### src/rtl/mc8051_mux_pipe_pkg.sv
// mc8051_mux_pipe_pkg: select encodings, S2 FSM states and register-bank address helpers
// for the registered operand/address mux.
`default_nettype none
package mc8051_mux_pipe_pkg;

  localparam logic [2:0] ALU_I0_ACC   = 3'd0;
  localparam logic [2:0] ALU_I0_BX    = 3'd1;
  localparam logic [2:0] ALU_I0_INSTR = 3'd2;
  localparam logic [2:0] ALU_I0_S2B   = 3'd3;
  localparam logic [2:0] ALU_I0_S3B   = 3'd4;
  localparam logic [2:0] ALU_I0_SX0   = 3'd5;
  localparam logic [2:0] ALU_I0_PSW   = 3'd6;

  localparam logic [2:0] ALU_I1_P1    = 3'd0;
  localparam logic [2:0] ALU_I1_M1    = 3'd1;
  localparam logic [2:0] ALU_I1_ZERO  = 3'd2;
  localparam logic [2:0] ALU_I1_BX    = 3'd3;
  localparam logic [2:0] ALU_I1_SX1   = 3'd4;
  localparam logic [2:0] ALU_I1_S2B   = 3'd5;
  localparam logic [2:0] ALU_I1_S3B   = 3'd6;

  localparam logic [3:0] S2_ADDR_RS0    = 4'd0;
  localparam logic [3:0] S2_ADDR_RI     = 4'd1;
  localparam logic [3:0] S2_ADDR_DIRECT = 4'd2;
  localparam logic [3:0] S2_ADDR_BITM   = 4'd3;
  localparam logic [3:0] S2_ADDR_SP     = 4'd4;
  localparam logic [3:0] S2_ADDR_DPTR   = 4'd5;
  localparam logic [3:0] S2_ADDR_PC     = 4'd6;
  localparam logic [3:0] S2_ADDR_DPTRPA = 4'd7;
  localparam logic [3:0] S2_ADDR_PCPA   = 4'd8;

  localparam logic [2:0] S3_ADDR_RS0    = 3'd0;
  localparam logic [2:0] S3_ADDR_RI     = 3'd1;
  localparam logic [2:0] S3_ADDR_DIRECT = 3'd2;
  localparam logic [2:0] S3_ADDR_BITM   = 3'd3;
  localparam logic [2:0] S3_ADDR_SP     = 3'd4;
  localparam logic [2:0] S3_ADDR_DPTR   = 3'd5;

  localparam logic [3:0] S5_ADDR_RS0    = 4'd0;
  localparam logic [3:0] S5_ADDR_RI     = 4'd1;
  localparam logic [3:0] S5_ADDR_DIRECT = 4'd2;
  localparam logic [3:0] S5_ADDR_S3B    = 4'd3;
  localparam logic [3:0] S5_ADDR_BITM0  = 4'd4;
  localparam logic [3:0] S5_ADDR_SP     = 4'd5;
  localparam logic [3:0] S5_ADDR_DPTR   = 4'd6;

  localparam logic [3:0] S5_WR_ACC = 4'd0;
  localparam logic [3:0] S5_WR_BX  = 4'd1;
  localparam logic [3:0] S5_WR_S3B = 4'd2;
  localparam logic [3:0] S5_WR_SX0 = 4'd3;
  localparam logic [3:0] S5_WR_SX1 = 4'd4;
  localparam logic [3:0] S5_WR_PCL = 4'd5;
  localparam logic [3:0] S5_WR_PCH = 4'd6;
  localparam logic [3:0] S5_WR_PSW = 4'd7;
  localparam logic [3:0] S5_WR_S2B = 4'd8;

  typedef enum logic [0:0] {
    S2_IDLE   = 1'b0,
    S2_ADD_HI = 1'b1
  } s2_state_t;

  function automatic logic [7:0] rn_addr(input logic [1:0] bank, input logic [2:0] rn);
    return {3'b000, bank, rn};
  endfunction

  function automatic logic [7:0] ri_addr(input logic [1:0] bank, input logic ri);
    return {3'b000, bank, 2'b00, ri};
  endfunction

endpackage
`default_nettype wire

### src/rtl/mc8051_bitaddr_dec.sv
// mc8051_bitaddr_dec: bit address to byte address plus bit index.
// Below 0x80 the bit lives in the 0x20-0x2F RAM area; above it in a bit-addressable SFR.
`default_nettype none
module mc8051_bitaddr_dec #(
  parameter int ADDR_W = 16
) (
  input  logic [7:0]        bit_addr,
  output logic [ADDR_W-1:0] byte_addr,
  output logic [2:0]        bit_idx
);

  logic [7:0] byte8;

  always_comb begin
    if (bit_addr[7]) byte8 = {bit_addr[7:3], 3'b000};
    else             byte8 = {4'h2, bit_addr[6:3]};
  end

  assign byte_addr = ADDR_W'(byte8);
  assign bit_idx   = bit_addr[2:0];

endmodule
`default_nettype wire

### src/rtl/mc8051_mux_pipe.sv
// mc8051_mux_pipe: registered operand/address/write-data mux with valid pulses,
// split indexed adder on S2, undefined-select detection and global stall.
`default_nettype none
module mc8051_mux_pipe
  import mc8051_mux_pipe_pkg::*;
#(
  parameter int DATA_W    = 8,
  parameter int ADDR_W    = 16,
  parameter int ADD_SPLIT = 1
) (
  input  logic              i_clk,
  input  logic              i_rst_n,
  input  logic              i_stall,
  input  logic              i_alu_en,
  input  logic              i_s2_en,
  input  logic              i_s3_en,
  input  logic              i_s5_en,
  input  logic [2:0]        i_alu_in0_sel,
  input  logic [2:0]        i_alu_in1_sel,
  input  logic [3:0]        i_s2_mem_addr_sel,
  input  logic [2:0]        i_s3_mem_addr_sel,
  input  logic [3:0]        i_s5_mem_addr_sel,
  input  logic [3:0]        i_mem_wdata_sel,
  input  logic [DATA_W-1:0] i_acc,
  input  logic [DATA_W-1:0] i_bx,
  input  logic [DATA_W-1:0] i_psw,
  input  logic [DATA_W-1:0] i_sp,
  input  logic [DATA_W-1:0] i_sx_0,
  input  logic [DATA_W-1:0] i_sx_1,
  input  logic [DATA_W-1:0] i_s1_instr_buffer,
  input  logic [DATA_W-1:0] i_s2_data_buffer,
  input  logic [DATA_W-1:0] i_s3_data_buffer,
  input  logic [ADDR_W-1:0] i_pc,
  input  logic [ADDR_W-1:0] i_dptr,
  output logic [DATA_W-1:0] o_alu_in0,
  output logic [DATA_W-1:0] o_alu_in1,
  output logic [DATA_W-1:0] o_mem_wdata,
  output logic [ADDR_W-1:0] o_s2_mem_addr,
  output logic [ADDR_W-1:0] o_s3_mem_addr,
  output logic [ADDR_W-1:0] o_s5_mem_addr,
  output logic [2:0]        o_bit_idx,
  output logic              o_alu_vld,
  output logic              o_s2_vld,
  output logic              o_s3_vld,
  output logic              o_s5_vld,
  output logic              o_busy,
  output logic              o_sel_err
);

  localparam int HI_W  = ADDR_W - DATA_W;
  localparam bit SPLIT = (ADD_SPLIT != 0);

  logic [ADDR_W-1:0] rn_a, ri_a;
  logic [ADDR_W-1:0] bit_byte [3];
  logic [2:0]        bit_pos  [3];

  assign rn_a = ADDR_W'(rn_addr(i_psw[4:3], i_s1_instr_buffer[2:0]));
  assign ri_a = ADDR_W'(ri_addr(i_psw[4:3], i_s1_instr_buffer[0]));

  // One decoder per BITM-capable port: 0 = S2, 1 = S3, 2 = S5.
  for (genvar g = 0; g < 3; g++) begin : g_bitdec
    mc8051_bitaddr_dec #(.ADDR_W(ADDR_W)) u_dec (
      .bit_addr  (i_s2_data_buffer[7:0]),
      .byte_addr (bit_byte[g]),
      .bit_idx   (bit_pos[g])
    );
  end

  logic [DATA_W-1:0] alu0_d, alu1_d, wdata_d;
  logic [ADDR_W-1:0] s2_d, s2_base, s3_d, s5_d;
  logic              alu_bad, s2_bad, s3_bad, s5_bad, s2_indexed;
  logic [DATA_W:0]   lo_sum;

  always_comb begin
    alu0_d = '0; alu1_d = '0; alu_bad = 1'b0;
    case (i_alu_in0_sel)
      ALU_I0_ACC:   alu0_d = i_acc;
      ALU_I0_BX:    alu0_d = i_bx;
      ALU_I0_INSTR: alu0_d = i_s1_instr_buffer;
      ALU_I0_S2B:   alu0_d = i_s2_data_buffer;
      ALU_I0_S3B:   alu0_d = i_s3_data_buffer;
      ALU_I0_SX0:   alu0_d = i_sx_0;
      ALU_I0_PSW:   alu0_d = i_psw;
      default:      alu_bad = 1'b1;
    endcase
    case (i_alu_in1_sel)
      ALU_I1_P1:   alu1_d = DATA_W'(1);
      ALU_I1_M1:   alu1_d = '1;
      ALU_I1_ZERO: alu1_d = '0;
      ALU_I1_BX:   alu1_d = i_bx;
      ALU_I1_SX1:  alu1_d = i_sx_1;
      ALU_I1_S2B:  alu1_d = i_s2_data_buffer;
      ALU_I1_S3B:  alu1_d = i_s3_data_buffer;
      default:     alu_bad = 1'b1;
    endcase
  end

  always_comb begin
    s2_d = '0; s2_base = '0; s2_bad = 1'b0; s2_indexed = 1'b0;
    case (i_s2_mem_addr_sel)
      S2_ADDR_RS0:    s2_d = rn_a;
      S2_ADDR_RI:     s2_d = ri_a;
      S2_ADDR_DIRECT: s2_d = ADDR_W'(i_s1_instr_buffer);
      S2_ADDR_BITM:   s2_d = bit_byte[0];
      S2_ADDR_SP:     s2_d = ADDR_W'(i_sp);
      S2_ADDR_DPTR:   s2_d = i_dptr;
      S2_ADDR_PC:     s2_d = i_pc;
      S2_ADDR_DPTRPA: begin s2_base = i_dptr; s2_indexed = 1'b1; end
      S2_ADDR_PCPA:   begin s2_base = i_pc;   s2_indexed = 1'b1; end
      default:        s2_bad = 1'b1;
    endcase
    if (s2_indexed) s2_d = s2_base + ADDR_W'(i_acc);
    lo_sum = {1'b0, s2_base[DATA_W-1:0]} + {1'b0, i_acc};
  end

  always_comb begin
    s3_d = '0; s3_bad = 1'b0;
    case (i_s3_mem_addr_sel)
      S3_ADDR_RS0:    s3_d = rn_a;
      S3_ADDR_RI:     s3_d = ri_a;
      S3_ADDR_DIRECT: s3_d = ADDR_W'(i_s2_data_buffer);
      S3_ADDR_BITM:   s3_d = bit_byte[1];
      S3_ADDR_SP:     s3_d = ADDR_W'(i_sp);
      S3_ADDR_DPTR:   s3_d = i_dptr;
      default:        s3_bad = 1'b1;
    endcase
  end

  always_comb begin
    s5_d = '0; wdata_d = '0; s5_bad = 1'b0;
    case (i_s5_mem_addr_sel)
      S5_ADDR_RS0:    s5_d = rn_a;
      S5_ADDR_RI:     s5_d = ri_a;
      S5_ADDR_DIRECT: s5_d = ADDR_W'(i_s2_data_buffer);
      S5_ADDR_S3B:    s5_d = ADDR_W'(i_s3_data_buffer);
      S5_ADDR_BITM0:  s5_d = bit_byte[2];
      S5_ADDR_SP:     s5_d = ADDR_W'(i_sp);
      S5_ADDR_DPTR:   s5_d = i_dptr;
      default:        s5_bad = 1'b1;
    endcase
    case (i_mem_wdata_sel)
      S5_WR_ACC: wdata_d = i_acc;
      S5_WR_BX:  wdata_d = i_bx;
      S5_WR_S3B: wdata_d = i_s3_data_buffer;
      S5_WR_SX0: wdata_d = i_sx_0;
      S5_WR_SX1: wdata_d = i_sx_1;
      S5_WR_PCL: wdata_d = i_pc[DATA_W-1:0];
      S5_WR_PCH: wdata_d = i_pc[2*DATA_W-1:DATA_W];
      S5_WR_PSW: wdata_d = i_psw;
      S5_WR_S2B: wdata_d = i_s2_data_buffer;
      default:   s5_bad = 1'b1;
    endcase
  end

  s2_state_t s2_state, s2_nxt;
  logic      s2_idle, take_alu, take_s2, take_s3, take_s5, s2_split, err_d;

  assign s2_idle  = (s2_state == S2_IDLE);
  assign take_alu = i_alu_en & ~alu_bad;
  assign take_s2  = i_s2_en & s2_idle & ~s2_bad;
  assign take_s3  = i_s3_en & ~s3_bad;
  assign take_s5  = i_s5_en & ~s5_bad;
  assign s2_split = take_s2 & s2_indexed & SPLIT;
  // S2 requests arriving while busy are dropped, so they cannot flag an error either.
  assign err_d    = (i_alu_en & alu_bad) | (i_s2_en & s2_idle & s2_bad) |
                    (i_s3_en & s3_bad) | (i_s5_en & s5_bad);

  always_comb begin
    s2_nxt = s2_state;
    case (s2_state)
      S2_IDLE:   if (s2_split) s2_nxt = S2_ADD_HI;
      S2_ADD_HI: s2_nxt = S2_IDLE;
    endcase
  end

  logic [DATA_W-1:0] alu_in0, alu_in1, mem_wdata, add_lo;
  logic [ADDR_W-1:0] s2_addr, s3_addr, s5_addr;
  logic [HI_W-1:0]   add_hi;
  logic [2:0]        bit_idx;
  logic              alu_vld, s2_vld, s3_vld, s5_vld, sel_err, add_c;

  always_ff @(posedge i_clk) begin
    if (!i_rst_n) begin
      s2_state <= S2_IDLE;
      alu_in0 <= '0; alu_in1 <= '0; mem_wdata <= '0;
      s2_addr <= '0; s3_addr <= '0; s5_addr <= '0;
      add_lo  <= '0; add_hi  <= '0; add_c   <= 1'b0; bit_idx <= '0;
      alu_vld <= 1'b0; s2_vld <= 1'b0; s3_vld <= 1'b0; s5_vld <= 1'b0;
      sel_err <= 1'b0;
    end else if (!i_stall) begin
      s2_state <= s2_nxt;
      alu_vld  <= take_alu;
      s3_vld   <= take_s3;
      s5_vld   <= take_s5;
      s2_vld   <= 1'b0;
      sel_err  <= err_d;
      if (take_alu) begin
        alu_in0 <= alu0_d;
        alu_in1 <= alu1_d;
      end
      if (s2_state == S2_ADD_HI) begin
        s2_addr <= {add_hi + HI_W'(add_c), add_lo};
        s2_vld  <= 1'b1;
      end else if (s2_split) begin
        add_lo <= lo_sum[DATA_W-1:0];
        add_c  <= lo_sum[DATA_W];
        add_hi <= s2_base[ADDR_W-1:DATA_W];
      end else if (take_s2) begin
        s2_addr <= s2_d;
        s2_vld  <= 1'b1;
      end
      if (take_s3) s3_addr <= s3_d;
      if (take_s5) begin
        s5_addr   <= s5_d;
        mem_wdata <= wdata_d;
      end
      if (take_s5 && i_s5_mem_addr_sel == S5_ADDR_BITM0)     bit_idx <= bit_pos[2];
      else if (take_s3 && i_s3_mem_addr_sel == S3_ADDR_BITM) bit_idx <= bit_pos[1];
      else if (take_s2 && i_s2_mem_addr_sel == S2_ADDR_BITM) bit_idx <= bit_pos[0];
    end
  end

  assign o_alu_in0     = alu_in0;
  assign o_alu_in1     = alu_in1;
  assign o_mem_wdata   = mem_wdata;
  assign o_s2_mem_addr = s2_addr;
  assign o_s3_mem_addr = s3_addr;
  assign o_s5_mem_addr = s5_addr;
  assign o_bit_idx     = bit_idx;
  assign o_alu_vld     = alu_vld & ~i_stall;
  assign o_s2_vld      = s2_vld & ~i_stall;
  assign o_s3_vld      = s3_vld & ~i_stall;
  assign o_s5_vld      = s5_vld & ~i_stall;
  assign o_sel_err     = sel_err & ~i_stall;
  assign o_busy        = (s2_state == S2_ADD_HI);

endmodule
`default_nettype wire

### config.mk
export PLATFORM = sky130hd
export DESIGN_NAME = mc8051_mux_pipe
export DESIGN_NICKNAME = d
export VERILOG_FILES = /design/src/rtl/mc8051_mux_pipe_pkg.sv /design/src/rtl/mc8051_bitaddr_dec.sv /design/src/rtl/mc8051_mux_pipe.sv
export SDC_FILE = /design/constraint.sdc
export NUM_CORES = 1
export LEC_CHECK = 0
export CORE_MARGIN = 2
export CORE_UTILIZATION = 50
export CTS_BUF_LIST = sky130_fd_sc_hd__clkbuf_2 sky130_fd_sc_hd__clkbuf_4 sky130_fd_sc_hd__clkbuf_8
export CTS_CLUSTER_DIAMETER = 150
export DETAILED_ROUTE_END_ITERATION = 6
export GPL_ROUTABILITY_DRIVEN = 0
export GPL_TIMING_DRIVEN = 1
export PLACE_DENSITY = 0.83
export SYNTH_ARGS = -nofsm -noshare
export SYNTH_HDL_FRONTEND = slang
export SYNTH_HIERARCHICAL = 1
export SYNTH_SLANG_ARGS = --single-unit
### constraint.sdc
create_clock -name i_clk -period 4.24 [get_ports i_clk]
set_input_delay 0.636 -clock i_clk [delete_from_list [all_inputs] [get_ports i_clk]]
set_output_delay 0.636 -clock i_clk [all_outputs]
set_load 0.05 [all_outputs]
## Word-level counts from Yosys, hierarchy flattened

Index checks and enable logic that the tools add are counted.

| storage, ports and cells | value |
|---|---|
| word-level logic and storage cells | 132 |
| bits of input ports | 132 |
| flip-flop bits (word level) | 98 |

| cells by class | value |
|---|---|
| muxes and demuxes | 27 |
| reductions and logical operators | 24 |
| add/sub/neg operators | 3 |
| bitwise gates (word level) | 22 |
| equality and inequality tests | 40 |

Operators with widths:

| kind | number |
|---|---|
| $pmux 16 s7 | 2 |
| $pmux 16 s6 | 1 |
| $pmux 8 s9 | 1 |
| $mux 16 | 4 |
| $pmux 8 s7 | 1 |
| $pmux 8 s6 | 1 |
| $eq 4x3->1 const B | 11 |
| $pmux 16 s2 | 1 |
| $eq 3x3->1 const B | 8 |
| $eq 4x2->1 const B | 6 |
| $reduce_or 7->1 | 3 |
| $eq 3x2->1 const B | 6 |
| $reduce_or 9->1 | 2 |
| $add 16x8->16 | 1 |
| $and 1x1->1 | 15 |
| $eq 4x1->1 const B | 3 |
| $logic_not 4->1 | 3 |
| $mux 1 | 11 |
| $add 8x8->9 | 1 |
| $eq 3x1->1 const B | 3 |
| $logic_not 3->1 | 3 |
| $mux 3 | 3 |
| $add 8x1->8 | 1 |
| $eq 4x4->1 const B | 2 |
| 12 further kinds | 23 |

## Longest topological paths before layout

Gate-level depths: netlist (run 1).

| logic depth | value |
|---|---|
| word-level depth | 9 |
| mapped depth | 13 |
| gate-level depth less buffers | 10 |

## By module

The synthesis (run 1) kept the hierarchy.

Modules (own cells, without submodules):

| module | sequential area each (µm²) | cells an instance | area each (µm²) | times used |
|---|---|---|---|---|
| mc8051_mux_pipe | 1961.9 | 877 | 6990.5 | 1 |
| mc8051_bitaddr_dec | 0.0 | 20 | 156.4 | 3 |

## Worst setup path after synthesis (run 1)

OpenSTA, ideal clock, no wires.

| timing path | value |
|---|---|
| kind | in2reg |
| from | input i_s2_mem_addr_sel[0] |
| to | register s2_addr[10] (netlist: o_s2_mem_addr[10]) |
| stages | 12 |
| library setup time | 0.131 ns |
| arrival time | 3.221 ns |
| required time | 4.109 ns |
| path slack | 0.889 ns |
| cells stage by stage | buf_2 and4b_1 buf_2 clkbuf_1 a22o_1 ha_1 fa_1 a21o_1 a221oi_1 o21ai_0 a211oi_1 o41ai_2 |

| between the ends | value |
|---|---|
| word-level cells in the longest chain between the ends | 7 |

Ends and longest elaborated chain:

| what | RTL line | RTL |
|---|---|---|
| start, declared | mc8051_mux_pipe.sv:20 | `input logic [3:0] i_s2_mem_addr_sel,` |
| $eq 4x4->1 / $eq 4x3->1 (equally long branches) | mc8051_mux_pipe.sv:100 | `case (i_s2_mem_addr_sel)` |
| $pmux 16 s2 / $reduce_or 2->1 (equally long branches) | - |  |
| $add 16x8->16 / $mux 1 (equally long branches) | mc8051_mux_pipe.sv:112, mc8051_mux_pipe.sv:100 |  |
| $mux 16 | mc8051_mux_pipe.sv:112 | `if (s2_indexed) s2_d = s2_base + ADDR_W'(i_acc);` |
| $mux 16 | mc8051_mux_pipe.sv:208 | `end else if (take_s2) begin` |
| $mux 16 | mc8051_mux_pipe.sv:204 | `end else if (s2_split) begin` |
| $mux 16 | mc8051_mux_pipe.sv:201 | `if (s2_state == S2_ADD_HI) begin` |
| end signal, assigned | mc8051_mux_pipe.sv:202 | `s2_addr <= {add_hi + HI_W'(add_c), add_lo};` |
| end, declared | mc8051_mux_pipe.sv:177 | `logic [ADDR_W-1:0] s2_addr, s3_addr, s5_addr;` |

Parallel ways exist; a longest one is shown, timed or not. The select of a mux whose other input is x is not followed.
A chain may end at the register's enable or synchronous reset.

## Worst setup path after layout (run 1)

| timing path | value |
|---|---|
| from | input i_s2_mem_addr_sel[3] |
| to | register s2_addr[10] (netlist: o_s2_mem_addr[10]) |

The elaborated chain is that of the path after synthesis.

==> flow_metrics.tcl, run 1 <==
set metrics [dict create \
    netlist_instances 937 \
    r2r.worst_path.cells 3 \
    peakVddDrop_v 0.0001316 \
    power.leakage_nw 3.591 \
    grt_pass1_vias 7517 \
    insertedDiodeCount 0 \
    dr.pass1.iters 7 \
    setup.worst_path.class "in2reg" \
    signal_arrival_time_at_the_worst_endpoint_ns 3.56 \
    detailroute.via_count 8182 \
    critical_path_buf_inv_count 1 \
    power_per_cell_area_nw_per_um2 241.2 \
    chipHeight_um 126.1 \
    startpoint_type_of_the_worst_setup_path "input pin" \
    drt_first_iter_violations 1142 \
    dpl_cell_area_um2 9534 \
    worst_max_slew_pin_slew_ns 0.8447 \
    cts.reportedPaths.clkPinSlew_ns 0.10 \
    grt_antenna_before_repair 0 \
    finalSetupViolations 0 \
    area_growth_pct 30.11 \
    synth.largest_area_cell "dfxtp_1" \
    cts_hold_repair.buffers 0 \
    worstPathMaxFanout 4 \
    finalHoldViolCount 0 \
    hold_slack_ns 0.4587 \
    detail-route-antenna-nets 0 \
    post_cts.repair.setup_buffers 0 \
    finish.instance_area_um2 9706 \
    synth-seq-area-share 0.2630 \
    fraction_of_synthesis_flops_using_an_asynchronous_set_or_reset_pin 0 \
    critical_path.reg2reg.startpoint "o_busy" \
    dieWidth_um 126.1 \
    route.detailed.vias_per_inst 6.372 \
    die_area_um2 15910 \
    holdCritStartpoint "o_s2_mem_addr[14]" \
    ys_seq_elements 98 \
    maximum_single_stage_delay_on_the_critical_path_ns 0.52 \
    yosys-top-cells-count "106 x nor2_1, 98 x dfxtp_1, 69 x o21ai_0" \
    design.final.nets 1239 \
    r2r_end "o_s2_mem_addr[13]" \
    routedWlPerCell_um 21.27 \
    cap_violations 0 \
    yosys-top-cells-area "dfxtp_1 26%, mux2i_1 8.2%, a22oi_1 5.6%, nor2_1 5.3%, o21ai_0 4.6%" \
    cts_inserted_buffers 9 \
    overflow 0 \
    route.final.wire_length_um 27310 \
    placement.io_buffers 212 \
    final.period_utilization 0.7803 \
    count_of_different_cell_masters_after_synthesis 71 \
    fp-row-count 44 \
    cts_tree "built" \
    synth.most_common_cell "nor2_1" \
    cts.htree.levels 3 \
    critical_path.endpoint_type "flip-flop" \
    drc 0 \
    utilization 0.6678 \
    floorplan.core_area_um2 14530 \
    cts_root_buf "clkbuf_8" \
    netlist_area_um2 7460 \
    rsz0062_at_grt "no" \
    worstHoldPathCells 2 \
    slew-limit-headroom 0.4361 \
    postCtsResizedCells 0 \
    setup_total_negative_slack_ns 0 \
    grt_pass1_wl_um 41700 \
    clock_insertion_delay_worst_skew_ns 0.38 \
    final-max-slew-violation-count 0 \
    clk_path_buf_depth 2 \
    achievable_freq_mhz 302.2 \
    critical-path-top-delay-family "compound AO/OA/AOI/OAI gates" \
    floorplan.io_pins 213 \
    synthDominantCellAreaShare 0.2630 \
    holdCritPathClass "reg2reg" \
    reg2reg_setup_slack_ns 1.98 \
    synth_warnings 6 \
    clock_tree_skew_after_final_layout_ns 0.01365 \
    critical_path_required_ns 4.49 \
    numClockSinks 98 \
    syn_avg_cell_area_um2 7.961 \
    endpoint_of_the_worst_hold_timing_path "o_s2_mem_addr[14]" \
    grt_max_degree 55 \
    synth_enable_flop_cells 0 \
    dominantRegCellSynth "dfxtp_1" \
    finalWorstPathRequiredPeriod_ns 3.309 \
    initial_utilization 0.5133 \
    timing.critical_path.cells "clkdlybuf4s50_1, and4b_1, a22o_1, ha_1, fa_1, a21o_1, a221oi_1, o21ai_0, a211oi_1, o41ai_2" \
    global_route.usage.total 0.3359 \
    crit_path_top_delay_cell "clkdlybuf4s50_1" \
    post-dp-hpwl_um 20870 \
    run_status "complete, no violations" \
    drive_above_1_share 0.08545 \
]
## flip-flops by register name, indices dropped and copies added (netlist names)
| name | cells |
|---|---|
| o_busy | 1 |
| o_s3_mem_addr | 16 |
| add_hi | 8 |
| o_alu_in1 | 8 |
| o_alu_in0 | 8 |
| add_c | 1 |
| o_s2_mem_addr | 16 |
| add_lo | 8 |
| s3_vld | 1 |
| alu_vld | 1 |
| o_mem_wdata | 8 |
| s5_vld | 1 |
| s2_vld | 1 |
| sel_err | 1 |
| o_s5_mem_addr | 16 |
| o_bit_idx | 3 |
## cells in the final DEF, fill, tap and decap left out, types with 4 or more instances in the layout
cell type        netlist  layout
conb_1                 3      24
a311oi_1               5       5
o21ai_0               69      69
and2b_2                9       9
inv_1                 18      18
o221ai_1              12      12
mux4_2                 8       8
nand2b_1               7       7
a22o_1                19      19
nor2_1               106     106
and3_1                 4       4
o211ai_1              21      21
clkbuf_8               0       9
o22ai_1                8       8
nor3_1                13      13
nor2b_1               20      20
buf_4                 36      25
nand3b_1               4       4
nand2_1               61      61
ha_1                  10      10
dfxtp_1               98      98
clkdlybuf4s50_1        0     212
a22oi_1               56      56
mux2i_1               61      61
mux2_2                12      12
xnor2_1               10      10
a222oi_1              11      11
a21oi_1               54      54
nand3_1               19      19
a211oi_1              28      28
a221oi_1               8       8
and2_2                 6       6
a31oi_1               10      10
## worst min-delay path, cell delays in order, from the launching register on
cell and delay (ns):
dfxtp_1 0.32, nand2_1 0.05, a21oi_1 0.05
## through the flow
step                      instances  worst slack [ns]  power [mW]
final                          1284            0.9314       2.341
after global routing           1284            0.7307       2.429
after CTS                      1284            0.9432       2.330
after detailed placement       1269            0.5540       1.765
after global placement         1269            0.6124       1.758
after floorplan                 958            0.8886       1.452
## power breakdown
part | total, mW | switching [mW] | internal (mW) | leakage, nW
clock network | 0.574 | 0.351 | 0.222 | 0.0841
logic | 0.792 | 0.460 | 0.332 | 2.71
registers | 0.975 | 0.0204 | 0.955 | 0.797
total | 2.34 | 0.832 | 1.51 | 3.59
## cell families (layout without fill, tap and decap cells)
logic type                 count (synthesis)  in the layout  share of synthesized area
AOI/OAI and AO/OA                        325            325                     0.3001
and+or+nand+nor                          271            271                     0.1805
buffers and inverters                    132            274                    0.09007
DFF                                       98             98                     0.2630
muxes                                     84             84                     0.1302
xor gates and xnor gates                  13             13                    0.01526
adders and majority gates                 11             11                    0.01946
other                                      3             24                   0.001509
## area by class of cell
| class | count | area, um^2 |
|---|---|---|
| inverters | 20 | 75.07 |
| well taps | 184 | 230.2 |
| flip-flops and latches | 98 | 1962 |
| multi-input cells | 728 | 4917 |
| clock buffers | 10 | 131.4 |
| fillers | 1224 | 4828 |
| repair buffers | 239 | 2350 |
| clock inverters | 5 | 40.04 |
## per-layer routing
| metal | wire [um] | part of all wire | vias to the layer above | GRT usage |
|---|---|---|---|---|
| li1 | - | - | 3758 | - |
| met1 | 10420 | 0.38 | 3667 | 0.4478 |
| met2 | 11880 | 0.43 | 618 | 0.5060 |
| met3 | 3360 | 0.12 | 139 | 0.06500 |
| met4 | 1652 | 0.060 | 0 | 0.1959 |
| met5 | 0 | 0 | - | 0 |
## worst max path at each step
stage	start	to	slack, ns	cells after the start
floorplan	i_s2_mem_addr_sel[0]	o_s2_mem_addr[10]	0.89	12
global placement	i_s2_mem_addr_sel[3]	o_s2_mem_addr[10]	0.61	10
detailed placement	i_s2_mem_addr_sel[3]	o_s2_mem_addr[10]	0.55	10
CTS	i_s2_mem_addr_sel[3]	o_s2_mem_addr[10]	0.94	10
global route	i_s2_mem_addr_sel[3]	o_s2_mem_addr[10]	0.73	10
finish	i_s2_mem_addr_sel[3]	o_s2_mem_addr[10]	0.93	10
No activity file was read; power rests on OpenSTA's default activity.
==> run 2, diff against run 1 <==
--- a/config.mk
+++ b/config.mk
@@ -6,13 +6,13 @@
 export NUM_CORES = 1
 export LEC_CHECK = 0
 export CORE_MARGIN = 2
-export CORE_UTILIZATION = 50
+export CORE_UTILIZATION = 45
 export CTS_BUF_LIST = sky130_fd_sc_hd__clkbuf_2 sky130_fd_sc_hd__clkbuf_4 sky130_fd_sc_hd__clkbuf_8
 export CTS_CLUSTER_DIAMETER = 150
 export DETAILED_ROUTE_END_ITERATION = 6
 export GPL_ROUTABILITY_DRIVEN = 0
 export GPL_TIMING_DRIVEN = 1
-export PLACE_DENSITY = 0.83
+export PLACE_DENSITY = 0.79
 export SYNTH_ARGS = -nofsm -noshare
 export SYNTH_HDL_FRONTEND = slang
 export SYNTH_HIERARCHICAL = 1
==> constraint.sdc (replaced) <==
create_clock -name i_clk -period 2.8 [get_ports i_clk]
set_input_delay 0.42 -clock i_clk [delete_from_list [all_inputs] [get_ports i_clk]]
set_output_delay 0.42 -clock i_clk [all_outputs]
set_load 0.05 [all_outputs]
==> run 2 against run 1 <==
Against the previous run: largest power group unchanged; non-clock buffer count increased by 56; critical path depth increased by 1; sequential cell count unchanged; highest routed layer unchanged; power increased by 60%; the flow now finishes with violations (DRC); cell count increased by 7.2%; first-iteration DRC count decreased by 5.4%.
==> flow_metrics.tcl, run 2 (synthesized netlist as in run 1, its figures left out) <==
set metrics [dict create \
    finalWorstPathRequiredPeriod_ns 2.716 \
    power.leakage_nw 3.944 \
    critical_path.reg2reg.startpoint "o_busy" \
    cts_root_buf "clkbuf_8" \
    area_growth_pct 37.97 \
    slew-limit-headroom 0.5522 \
    startpoint_type_of_the_worst_setup_path "input pin" \
    clock_insertion_delay_worst_skew_ns 0.39 \
    critical_path.endpoint_type "flip-flop" \
    clk_path_buf_depth 2 \
    start_point_of_the_critical_path "i_s2_mem_addr_sel[3]" \
    area_of_the_multi_input_gates_um2 4945 \
    clock_tree_skew_after_final_layout_ns 0.01166 \
    reg2reg_setup_slack_ns 1.19 \
    floorplan.core_area_um2 16410 \
    initial_utilization 0.4547 \
    grt_pass1_vias 8149 \
    final_common_cell "clkdlybuf4s50_1" \
    regArea_um2 1962 \
    power_per_cell_area_nw_per_um2 364.3 \
    signal_arrival_time_at_the_worst_endpoint_ns 3.02 \
    design.final.nets 1295 \
    chipHeight_um 132.8 \
    finalHoldViolCount 0 \
    crit_path_top_delay_cell "clkdlybuf4s50_1" \
    pwr-share-clk 0.264 \
    worst_max_slew_pin_slew_ns 0.6623 \
    power_frac_comb 0.343 \
    die_area_um2 17620 \
    setup.worst_path.class "in2reg" \
    global_route.usage.total 0.3323 \
    worstHoldPathCells 2 \
    detail-route-antenna-nets 0 \
    drive_above_1_share 0.1409 \
    grt_antenna_before_repair 0 \
    switching_share 0.3502 \
    sequentialPowerShare 0.393 \
    timing.critical_path.cells "clkdlybuf4s50_1, and4b_2, a22o_1, ha_2, fa_2, a21o_1, a221oi_2, o21ai_2, nand2_1, nor3_1, o41ai_2" \
    r2r_end "o_bit_idx[1]" \
    post-dp-hpwl_um 22950 \
    placement.io_buffers 212 \
    routedWlPerCell_um 21.46 \
    power.net_switching_mw 1.313 \
    failed_checks "DRC" \
    numClockSinks 98 \
    place_inst 1360 \
    finalSetupViolations 0 \
    final-max-slew-violation-count 0 \
    design_power_total_mw 3.750 \
    rsz0062_at_grt "no" \
    floorplan.io_pins 213 \
    grt_pass1_wl_um 45650 \
    insertedDiodeCount 0 \
    holdCritPathClass "reg2reg" \
    cts_tree "built" \
    dr.pass1.iters 7 \
    route.detailed.vias_per_inst 6.189 \
    drc 2 \
    dieWidth_um 132.8 \
    cts_hold_repair.buffers 0 \
    endpoint_of_the_worst_hold_timing_path "o_s2_mem_addr[0]" \
    cts_inserted_buffers 9 \
    route.final.wire_length_um 29560 \
    drt_first_iter_violations 1080 \
    overflow 0 \
    run_status "finished with violations" \
    critical_path_required_ns 3.10 \
    peakVddDrop_v 0.0002861 \
    holdCritStartpoint "o_s2_mem_addr[0]" \
    cts.reportedPaths.clkPinSlew_ns 0.10 \
    finish.cell_count_without_fillers 1377 \
    detailroute.via_count 8522 \
    intPower_mw 2.436 \
    fp-row-count 47 \
    grt_max_degree 41 \
    final.period_utilization 0.9699 \
    worstPathMaxFanout 5 \
    r2r.worst_path.cells 5 \
    fillCellCount 1410 \
    cap_violations 0 \
    maximum_single_stage_delay_on_the_critical_path_ns 0.51 \
    final_cell_mix "204 x clkdlybuf4s50_1, 106 x nor2_1, 98 x dfxtp_1" \
    achievable_freq_mhz 368.2 \
    cts.htree.levels 3 \
]
## run 2: cell types whose count changed in the layout (fill, tap and decap cells not counted), moves of 2 or more
cell             before  now
buf_4                25   80
clkdlybuf4s50_1     212  204
buf_12                2    7
dlymetal6s2s_1        0    3
clkinvlp_4            2    0
## run 2: worst max-delay path, delay by kind of cell
family,cells,cell delay [ns]
AO/OA/AOI/OAI,5,1.11
adder cells (fa/ha/maj),2,0.55
buffers and inverters,1,0.51
AND/OR/NAND/NOR,3,0.41
## run 2: what timing repair did
action / 4_1_cts / 5_1_grt
buffers inserted: 0 / 1
endpoints found under the hold margin: 0 / 0
setup endpoints to repair: 0 / 3
resized for setup: 0 / 6
## run 2: metrics by stage
| stage | hold WS [ns] | area [um^2] | util | setup TNS [ns] | setup WS (ns) |
|---|---|---|---|---|---|
| global route | 0.4883 | 10290 | 0.6273 | 0 | 0.0002158 |
| finish | 0.4596 | 10290 | 0.6273 | 0 | 0.08437 |
| detailed placement | 0.4490 | 10060 | 0.6133 | -1.942 | -0.3689 |
| floorplan | 0.4407 | 7581 | - | -0.01405 | -0.01405 |
| global placement | 0.4433 | 10060 | 0.6133 | -1.277 | -0.2607 |
| CTS | 0.4626 | 10270 | 0.6257 | 0 | 0.06529 |
## run 2: power groups by stage
| stage | Combinational (mW) | Clock [mW] | Sequential, mW |
|---|---|---|---|
| CTS | 1.25 | 1.01 | 1.48 |
| global placement | 1.23 | 0 | 1.51 |
| finish | 1.29 | 0.989 | 1.48 |
| floorplan | 0.548 | 0 | 1.65 |
| detailed placement | 1.25 | 0 | 1.51 |
| global route | 1.35 | 1.06 | 1.48 |
## run 2: metal layers
layer	routed length (um)	track usage	share of wire	vias up
li1	-	-	-	3873
met1	11360	0.4250	0.38	3887
met2	12790	0.5107	0.43	590
met3	3287	0.07586	0.11	172
met4	2119	0.1989	0.072	0
met5	0	0	0	-
## run 2: cell type report
class,count,area share
Tap cell,220,0.02674
Multi-Input combinational cell,728,0.4804
Clock buffer,10,0.01276
Inverter,20,0.007294
Sequential cell,98,0.1906
Clock inverter,6,0.007051
Timing Repair Buffer,295,0.2751
## run 2: worst max-delay path by stage
stage | cells past startpoint | slack (ns) | to
after floorplan | 13 | -0.01 | o_s2_mem_addr[10]
after global placement | 11 | -0.26 | add_lo[7]
after detailed placement | 11 | -0.37 | o_s2_mem_addr[10]
after CTS | 11 | 0.07 | o_s2_mem_addr[10]
after global routing | 11 | 0.0002 | add_lo[7]
final | 11 | 0.08 | o_s2_mem_addr[10]
